--- src/rtl/sa_rdata_channel.sv ---
// sa_rdata_channel
//   Routes the read-data (R) beats from one shared slave to the master that
//   issued the corresponding AR. Granted ARs are recorded as {mst_id, AxLEN}
//   in an in-order FIFO. Each slave beat goes to the master at the FIFO head.
//   A beat counter derives RLAST from the recorded AxLEN and pops the head on
//   the final beat. One registered output stage gives 1-cycle latency and
//   full throughput.
//
// Optional feature (compile-time macro SA_RDATA_RLAST_CHECK_EN):
//   when defined, the slave's RLAST is compared against the counter-derived
//   last on every handshake, and a mismatch sets the sticky rlast_err_o.
//   When undefined, s_RLAST_i is ignored and rlast_err_o is tied to 0.
//
// Ports
//   ACLK_i, ARESETn_i        clock; synchronous active-low reset
//   AR_mst_id_i, AR_AxLEN_i  id / ARLEN of the granted AR
//   AR_fifo_order_wr_en_i    push {id, len} into the order FIFO
//   AR_stall_o               order FIFO full
//   s_R*_i, s_RREADY_o       slave R channel
//   dsp_R*_o, dsp_RREADY_i   per-master R channels (packed, master m at slice m)
//   rlast_err_o              sticky RLAST mismatch flag
module sa_rdata_channel #(
    parameter int MST_AMT          = 3,
    parameter int OUTSTANDING_AMT  = 8,
    parameter int MST_ID_W         = $clog2(MST_AMT),
    parameter int DATA_WIDTH       = 32,
    parameter int RESP_W           = 2,
    parameter int TRANS_DATA_LEN_W = 3
) (
    input  logic                          ACLK_i,
    input  logic                          ARESETn_i,
    input  logic [MST_ID_W-1:0]           AR_mst_id_i,
    input  logic [TRANS_DATA_LEN_W-1:0]   AR_AxLEN_i,
    input  logic                          AR_fifo_order_wr_en_i,
    output logic                          AR_stall_o,
    input  logic [DATA_WIDTH-1:0]         s_RDATA_i,
    input  logic [RESP_W-1:0]             s_RRESP_i,
    input  logic                          s_RLAST_i,
    input  logic                          s_RVALID_i,
    output logic                          s_RREADY_o,
    output logic [DATA_WIDTH*MST_AMT-1:0] dsp_RDATA_o,
    output logic [RESP_W*MST_AMT-1:0]     dsp_RRESP_o,
    output logic [MST_AMT-1:0]            dsp_RLAST_o,
    output logic [MST_AMT-1:0]            dsp_RVALID_o,
    input  logic [MST_AMT-1:0]            dsp_RREADY_i,
    output logic                          rlast_err_o
);

    localparam int PTR_W = (OUTSTANDING_AMT > 1) ? $clog2(OUTSTANDING_AMT) : 1;
    localparam int CNT_W = $clog2(OUTSTANDING_AMT + 1);

    logic [MST_ID_W-1:0]         ord_id  [OUTSTANDING_AMT];
    logic [TRANS_DATA_LEN_W-1:0] ord_len [OUTSTANDING_AMT];
    logic [PTR_W-1:0]            wr_ptr;
    logic [PTR_W-1:0]            rd_ptr;
    logic [CNT_W-1:0]            ord_cnt;
    logic                        order_empty;
    logic                        order_full;
    logic                        push;
    logic                        pop;
    logic [MST_ID_W-1:0]         head_id;
    logic [TRANS_DATA_LEN_W-1:0] head_len;

    logic [TRANS_DATA_LEN_W-1:0] beat_cnt;
    logic                        beat_last;
    logic                        s_hs;
    logic                        out_ready;

    logic                        vld_p1;
    logic [MST_ID_W-1:0]         id_p1;
    logic [DATA_WIDTH-1:0]       data_p1;
    logic [RESP_W-1:0]           resp_p1;
    logic                        last_p1;

    // Pointer increment with explicit wrap so non-power-of-two depths work.
    function automatic logic [PTR_W-1:0] ptr_inc(input logic [PTR_W-1:0] p);
        if (p == PTR_W'(OUTSTANDING_AMT - 1)) begin
            return '0;
        end
        return p + PTR_W'(1);
    endfunction

    assign order_empty = (ord_cnt == '0);
    assign order_full  = (ord_cnt == CNT_W'(OUTSTANDING_AMT));
    assign AR_stall_o  = order_full;
    assign head_id     = ord_id[rd_ptr];
    assign head_len    = ord_len[rd_ptr];

    assign s_RREADY_o  = ~order_empty & (~vld_p1 | out_ready);
    assign s_hs        = s_RVALID_i & s_RREADY_o;
    assign beat_last   = (beat_cnt == head_len);
    assign pop         = s_hs & beat_last;
    // A push while full is accepted only when the head pops in the same
    // cycle, so occupancy stays at the maximum instead of dropping the AR.
    assign push        = AR_fifo_order_wr_en_i & (~order_full | pop);

    always_ff @(posedge ACLK_i) begin
        if (!ARESETn_i) begin
            wr_ptr  <= '0;
            rd_ptr  <= '0;
            ord_cnt <= '0;
        end else begin
            if (push) begin
                wr_ptr <= ptr_inc(wr_ptr);
            end
            if (pop) begin
                rd_ptr <= ptr_inc(rd_ptr);
            end
            case ({push, pop})
                2'b10:   ord_cnt <= ord_cnt + CNT_W'(1);
                2'b01:   ord_cnt <= ord_cnt - CNT_W'(1);
                default: ord_cnt <= ord_cnt;
            endcase
        end
    end

    always_ff @(posedge ACLK_i) begin
        if (push) begin
            ord_id[wr_ptr]  <= AR_mst_id_i;
            ord_len[wr_ptr] <= AR_AxLEN_i;
        end
    end

    // Beat counter: returns to 0 on the last beat, so it never passes AxLEN.
    always_ff @(posedge ACLK_i) begin
        if (!ARESETn_i) begin
            beat_cnt <= '0;
        end else if (s_hs) begin
            beat_cnt <= beat_last ? '0 : beat_cnt + TRANS_DATA_LEN_W'(1);
        end
    end

    // ---- stage p1: registered output beat ----
    always_ff @(posedge ACLK_i) begin
        if (!ARESETn_i) begin
            vld_p1 <= 1'b0;
            id_p1  <= '0;
        end else if (s_hs) begin
            vld_p1 <= 1'b1;
            id_p1  <= head_id;
        end else if (out_ready) begin
            vld_p1 <= 1'b0;
        end
    end

    // Payload is not reset; the output mux forces it to 0 whenever vld_p1 is low.
    always_ff @(posedge ACLK_i) begin
        if (s_hs) begin
            data_p1 <= s_RDATA_i;
            resp_p1 <= s_RRESP_i;
            last_p1 <= beat_last;
        end
    end

    always_comb begin
        dsp_RDATA_o  = '0;
        dsp_RRESP_o  = '0;
        dsp_RLAST_o  = '0;
        dsp_RVALID_o = '0;
        out_ready    = 1'b0;
        for (int m = 0; m < MST_AMT; m++) begin
            if (id_p1 == MST_ID_W'(m)) begin
                out_ready = dsp_RREADY_i[m];
                if (vld_p1) begin
                    dsp_RVALID_o[m]                          = 1'b1;
                    dsp_RDATA_o[m*DATA_WIDTH +: DATA_WIDTH]  = data_p1;
                    dsp_RRESP_o[m*RESP_W +: RESP_W]          = resp_p1;
                    dsp_RLAST_o[m]                           = last_p1;
                end
            end
        end
    end

`ifdef SA_RDATA_RLAST_CHECK_EN
    logic rlast_err;

    always_ff @(posedge ACLK_i) begin
        if (!ARESETn_i) begin
            rlast_err <= 1'b0;
        end else if (s_hs && (s_RLAST_i != beat_last)) begin
            rlast_err <= 1'b1;
        end
    end

    assign rlast_err_o = rlast_err;
`else
    logic unused_rlast;

    assign unused_rlast = s_RLAST_i;
    assign rlast_err_o  = 1'b0;
`endif

endmodule

--- config.mk ---
export PLATFORM = sky130hd
export DESIGN_NAME = sa_rdata_channel
export DESIGN_NICKNAME = d
export VERILOG_FILES = /design/src/rtl/sa_rdata_channel.sv
export SDC_FILE = /design/constraint.sdc
export NUM_CORES = 1
export LEC_CHECK = 0
export BUFFER_PORTS_ARGS = -buffer_cell sky130_fd_sc_hd__buf_4
export CORE_MARGIN = 2
export CORE_UTILIZATION = 30
export DETAILED_ROUTE_END_ITERATION = 8
export PLACE_DENSITY_LB_ADDON = 0.05
export SETUP_SLACK_MARGIN = 0.5
export SYNTH_ARGS = -nofsm -noshare
export SYNTH_HDL_FRONTEND = slang
export SYNTH_SLANG_ARGS = --single-unit
export TNS_END_PERCENT = 100
--- constraint.sdc ---
create_clock -name ACLK_i -period 3.9 [get_ports ACLK_i]
set_clock_uncertainty 0.1 [all_clocks]
set_input_delay 0.975 -clock ACLK_i [delete_from_list [all_inputs] [get_ports ACLK_i]]
set_output_delay 0.975 -clock ACLK_i [all_outputs]
set_load 0.05 [all_outputs]
==> summary.md, run 1 <==
| Metric | Value |
|---|---|
| VDD IR max | 0.218 mV |
| Critical Path End Type | flip-flop |
| H-tree levels | 3 |
| CP dominant cell by count | mux2i_1 |
| Worst EP required | 4030 ps |
| Crit-path cells | buf_4 > mux2i_1 > o211ai_1 > nand3b_1 > bufinv_16 > and4_1 > nand2b_1 > inv_1 > ha_1 > a21o_1 > a21oi_1 > nor2b_1 > mux2i_1 > mux2i_1 |
| Synthesis Warnings | 0 |
| Clk buf depth | 2 |
| Top_reg_cell synth | edfxtp_1 |
| Routability Congestion | 0.749 |
| Max-Slew Margin vs Limit | between 60% and 70% |
| Synth-to-layout area growth | 38.8% |
| Wire length per cell | 15.5 um |
| Placed cell count | 679 |
| Post-synth cell types | 39 |
| Startpoint types | input pin |
| Layout cell share with drive strength beyond 1 | 38.2% |
| IO buf count | around 160 |
| Ant diodes | 0 |
| Slew of the pin with the lowest slew margin | between 500 and 600 ps |
| Setup tns final | 0 ps |
| Post-synthesis register bit count | 94 |
| Clock slew at reported path FFs | 60 ps |
| Detailed placer's ending HPWL | 7790 um |
| Non-Filler Instances | between 600 and 700 |
| Via density | about 4.5 |
| CTS tree | yes |
| CP Data Arrival Time | 3230 ps |
| Tmin final | 3100 ps |
| Final core occ | 42.3% |
| Die Ht | between 100 and 150 um |
| Worst skew pair latency | between 300 and 400 ps |
| Post-synth EDFFs | 75 |
| Core area | 0.0144 mm^2 |
| Total power | 2.40 mW |
| Drt pass-1 iters | 4 |
| Crit path from | dsp_RREADY_i[1] |
| Final ANT Viol Nets | 0 |
| Gr ovfl total | 0 |
| Post-synth ARST share | 0% |
| Static leakage | 2.60 nW |
| Min-delay src | ord_cnt[3] |
| Drt total wl | 10,800 um |
| Number of global-route vias before repair | slightly above 3k |
| Run status | completed |
| Seq/Total Area, Yosys | approximately three fifths |
| Place WS | 381 ps |
| Cell Rows | 44 |
| Final worst-path cycle share | 79.4% |
| Fin. max-slew vios | 0 |
| Die X | roughly 130 um |
| Design area | 0.00611 mm^2 |
| Die footprint | 0.0157 mm^2 |
| Initial core utilization | 30.5% |
| Post-Syn Nets | about 400 |
| CTS Hold Bufs | 0 |
| Clk root buf | clkbuf_16 |
| CP max FO | 22 |
| Critical path class | in -> reg |
| Placed inst area | between 0.005 and 0.006 mm^2 |
| Syn Area/Cell | 12.6 um^2 |
| DRC | 0 |
| CTS sink cnt | 94 |
| RSZ-0062 raised after global routing | no |
| Crit-path slowest cell | bufinv_16 |
| Maxcap violations | 0 |
| Fillers | approximately 1.4k |
| PnR worst setup slack | 804 ps |
| First-pass GRT wire length | approximately 17,000 um |
| Antenna violations before repair | 0 |
| DR vias | ~3.1k |
| Fin. Hold Viols | 0 |
| Slowest stage delay, CP | ~290 ps |
| Hold_ws | 397 ps |
| Initial DRC count | between 80 and 90 |
| Nets | about 560 |
| Largest net degree at the start of global routing | 44 |
| CTS Buf Count | 9 |
| Worst hold path type | reg -> reg |
| Final setup fails | 0 |
| GR Util All Layers | 14.0% |
| Mapped Area | ~0.0044 mm^2 |
| Mapped Cells | about 350 |
| P per Cell Area | 392 mW/mm^2 |
| Ports | 158 |
| Max Clock Freq | 0.323 GHz |
==> final timing paths <==
kind,end,slack (ps),cells past startpoint
min,ord_cnt[3],400,2
max reg2reg,ord_cnt[3],840,12
max,ord_cnt[3],800,14
min reg2reg,ord_cnt[3],400,2
==> worst max-delay path: cells and delay by family <==
family                     cells  cell delay (ps)
AOI/OAI and AO/OA              3              590
and+or+nand+nor                4              700
muxes                          3              290
adders and majority gates      1              220
buffers and inverters          3              460
==> state kept, by name, indices dropped and copies added, names as in the netlist, named ones only <==
register,flops
data_p1,32
ord_len,24
ord_id,16
ord_cnt,4
beat_cnt,3
rd_ptr,3
wr_ptr,3
id_p1,2
resp_p1,2
last_p1,1
vld_p1,1
==> cell families after synthesis <==
| family | synth area share, % |
|---|---|
| AOI/OAI and AO/OA | 2.90 |
| xor gates and xnor gates | 0.796 |
| adders and majority gates | 2.44 |
| buffers and inverters | 2.59 |
| DFF | 59.8 |
| muxes | 9.04 |
| other | 0.0852 |
| and+or+nand+nor | 22.3 |
==> cells in the final DEF (no fill, tap or decap), types with 7 or more instances in the layout <==
cell type	Yosys	final
dfxtp_1	19	17
mux2i_1	24	24
clkbuf_16	0	9
ha_1	7	7
nand2_1	16	16
and2_1	107	107
edfxtp_1	75	75
nor2_1	14	14
mux4_2	7	7
buf_4	2	166
==> per-layer routing <==
layer	part of all wire [%]	vias to the layer above	global-route usage [%]
met1	43	1471	17.3
li1	-	1535	-
met5	0	-	0
met4	2.3	0	6.01
met2	49	115	23.0
met3	6.4	15	3.68
==> timing repair <==
action,4_1_cts,5_1_grt
gates resized for setup,0,2
setup buffers,0,1
endpoints found under the setup margin,0,2
==> report_power, final <==
part / internal (mW) / switching (mW)
registers: 1.14 / 0.0367
clock network: 0.433 / 0.390
logic: 0.144 / 0.248
total: 1.72 / 0.674
==> layout make-up <==
cell class              instances  area [um^2]  share of cell area, %
clock buffers                   9          225                   3.69
multi-input cells             229         1660                   27.2
repair inverters                1         8.76                  0.143
clock inverters                 7         50.0                  0.819
repair buffers                166         1250                   20.4
well taps                     184          230                   3.77
flip-flops and latches         94         2640                   43.1
inverters                       7         52.6                  0.860
==> cells in the mapped netlist (2+ instances only) <==
master,instances,area [um^2]
ha_1,7,87.6
a21o_1,2,15.0
o21ai_0,2,10.0
nor3b_1,3,22.5
edfxtp_1,75,2250
nand3_1,3,15.0
nand2_1,16,60.1
inv_1,6,22.5
a211oi_1,2,15.0
a31oi_1,3,18.8
xor2_1,4,35.0
and2_1,107,669
or3_1,2,12.5
and3b_1,2,17.5
nand3b_1,6,45.0
mux2i_1,24,240
dfxtp_1,19,380
buf_4,2,15.0
mux4_2,7,158
nor2_1,14,52.6
nor3_1,5,25.0
a21oi_1,6,30.0
clkbuf_1,15,56.3
nand2b_1,2,12.5
Power figures use the tool's default switching activity.
==> run 2: changes to the inputs <==
Clock period 3.9 ns to 2.7 ns, I/O delays scaled along.
==> run 2 against run 1 <==
The run now ends with setup timing left; register-to-register slack worse by 880 ps; non-clock buffer count is 66 higher; global-route usage is 3.6 points higher; via count is 13% higher; sequential power is 47% higher.
==> summary.md, run 2 (synthesis results as in run 1) <==
| Metric | Value |
|---|---|
| Critical path class | reg -> reg (was in -> reg) |
| DRC | 0 (unchanged) |
| Static leakage | 3.45 nW (was 2.60 nW) |
| Largest registers | data_p1 (32), ord_len (24), ord_id (16) (unchanged) |
| DR vias | 3,559 (was 3,136) |
| Startpoint types | flip-flop (was input pin) |
| Antenna violations before repair | 0 (unchanged) |
| H-tree levels | 3 (unchanged) |
| Design area | 0.00847 mm^2 (was 0.00611 mm^2) |
| Layout cell share with drive strength beyond 1 | 68.5% (was 38.2%) |
| Initial core utilization | 30.5% (unchanged) |
| Detailed placer's ending HPWL | 7940 um (was 7790 um) |
| Max Clock Freq | between 0.3 and 0.4 GHz |
| Reg area | 0.00264 mm^2 (about the same) |
| CTS sink cnt | 94 (unchanged) |
| Final setup fails | 16 (was 0) |
| P per Cell Area | 449 mW/mm^2 (was 392 mW/mm^2) |
| Final ANT Viol Nets | 0 (unchanged) |
| Fin. Hold Viols | 0 (unchanged) |
| Initial DRC count | 157 (was 85) |
| Largest net degree at the start of global routing | 42 (was 44) |
| Run status | finished, violations left (was completed) |
| PnR worst setup slack | -38.8 ps (was 804 ps) |
| Maxcap violations | 0 (unchanged) |
| Critical Path End Type | flip-flop (unchanged) |
| Multi-input gate area | 0.00212 mm^2 (was 0.00166 mm^2) |
| Routability Congestion | 0.753 (was 0.749) |
| Nets | 628 (was 563) |
| Die X | 125 um (unchanged) |
| Number of global-route vias before repair | 3,597 (was 3,101) |
| Clk buf depth | 2 (unchanged) |
| Drt total wl | 14,900 um (was 10,800 um) |
| CTS Hold Bufs | 0 (unchanged) |
| Final worst-path cycle share | 101% |
| IO buf count | 155 (unchanged) |
| R2R Setup Slk | -40 ps (was 840 ps) |
| Max reg flops | 32 (unchanged) |
| Setup tns final | -193 ps (was 0 ps) |
| Synth-to-layout area growth | 92.4% (was 38.8%) |
| Ports | 158 (unchanged) |
| Failing checks | setup timing |
| Die footprint | 0.0157 mm^2 (unchanged) |
| CP max FO | 9 (was 22) |
| Ant diodes | 0 (unchanged) |
| CTS tree | yes (unchanged) |
| Clock slew at reported path FFs | 70 ps (was 60 ps) |
| Fillers | 1,108 (was 1,393) |
| Most frequent cells in the layout | buf_8, and2_4, edfxtp_1 (was buf_4, and2_1, edfxtp_1) |
| Tmin final | 2740 ps |
| Die Ht | 125 um (unchanged) |
| GR Util All Layers | 17.6% (was 14.0%) |
| Worst skew pair latency | 340 ps (was 350 ps) |
| Non-Filler Instances | 762 (was 697) |
| Drt pass-1 iters | 4 (unchanged) |
| Fin. max-slew vios | 0 (unchanged) |
| CP Data Arrival Time | 2910 ps (was 3230 ps) |
| VDD IR max | 0.360 mV (was 0.218 mV) |
| Core area | 0.0144 mm^2 (unchanged) |
| Placed cell count | 693 (was 679) |
| Gr ovfl total | 0 (unchanged) |
| Clk root buf | clkbuf_16 (unchanged) |
| Largest Register | data_p1 (unchanged) |
| First-pass GRT wire length | 20,900 um (was 17,100 um) |
| Worst hold path type | in -> reg (was reg -> reg) |
| Via density | 4.67 (was 4.50) |
| RSZ-0062 raised after global routing | yes (was no) |
| CTS Buf Count | 9 (unchanged) |
| Placed inst area | 0.00614 mm^2 (was 0.00581 mm^2) |
| Cell Rows | 44 (unchanged) |
| Wire length per cell | 19.5 um (was 15.5 um) |
| Commonest non-fill, non-tap cell in the layout | buf_8 (was buf_4) |
| Worst EP required | 2870 ps (was 4030 ps) |
[run 2: final timing paths]
kind,start,end,depth (start not counted)
worst min-delay path,s_RDATA_i[12],data_p1[12],1
worst max register to register,flip-flop,ord_cnt[3],13
worst min register to register,ord_cnt[0],ord_cnt[0],2
worst max-delay path,flip-flop,ord_cnt[3],13
[run 2: layer usage]
metal,GRT usage (%),part of all wire (%)
met3,3.42,4.6
met4,6.93,2.2
met5,0,0
met1,20.3,39
met2,31.9,54
[run 2: through the flow]
stage / setup slack, ps / util [%] / power, mW / hold WS, ps
floorplan: -255 / - / 2.12 / 359
global placement: -275 / 42.6 / 2.36 / 390
detailed placement: -279 / 42.6 / 2.36 / 414
CTS: -65.6 / 55.9 / 3.77 / 386
global route: -211 / 58.7 / 3.95 / 388
finish: -38.8 / 58.7 / 3.80 / 401
[run 2: final cells by class]
cell class | instances | area share (%)
clock buffers | 11 | 2.75
clock inverters | 5 | 0.310
inverters | 7 | 0.650
multi-input cells | 229 | 25.0
flip-flops and latches | 94 | 31.2
well taps | 184 | 2.72
repair buffers | 232 | 37.3
[run 2: critical path: stages, from the launching register on]
cell	delay [ps]
dfxtp_2	330
buf_12	140
mux2i_1	120
mux4_2	510
xor2_2	160
and4_4	270
nand2b_4	70
inv_4	70
ha_4	190
a21o_1	150
a21oi_2	130
nor2_1	50
mux2i_1	160
mux2i_1	200
[run 2: what timing repair did]
action / 4_1_cts / 5_1_grt
resized for setup: 316 / 87
setup buffers: 29 / 5
pin swaps: 51 / 9
setup endpoints to repair: 165 / 204
gates cloned: 14 / 5
[run 2: report_power, final]
part,switching [mW],total [mW],internal [mW]
logic,0.456,0.935,0.479
clock network,0.523,1.14,0.617
registers,0.0705,1.73,1.66
total,1.05,3.80,2.75
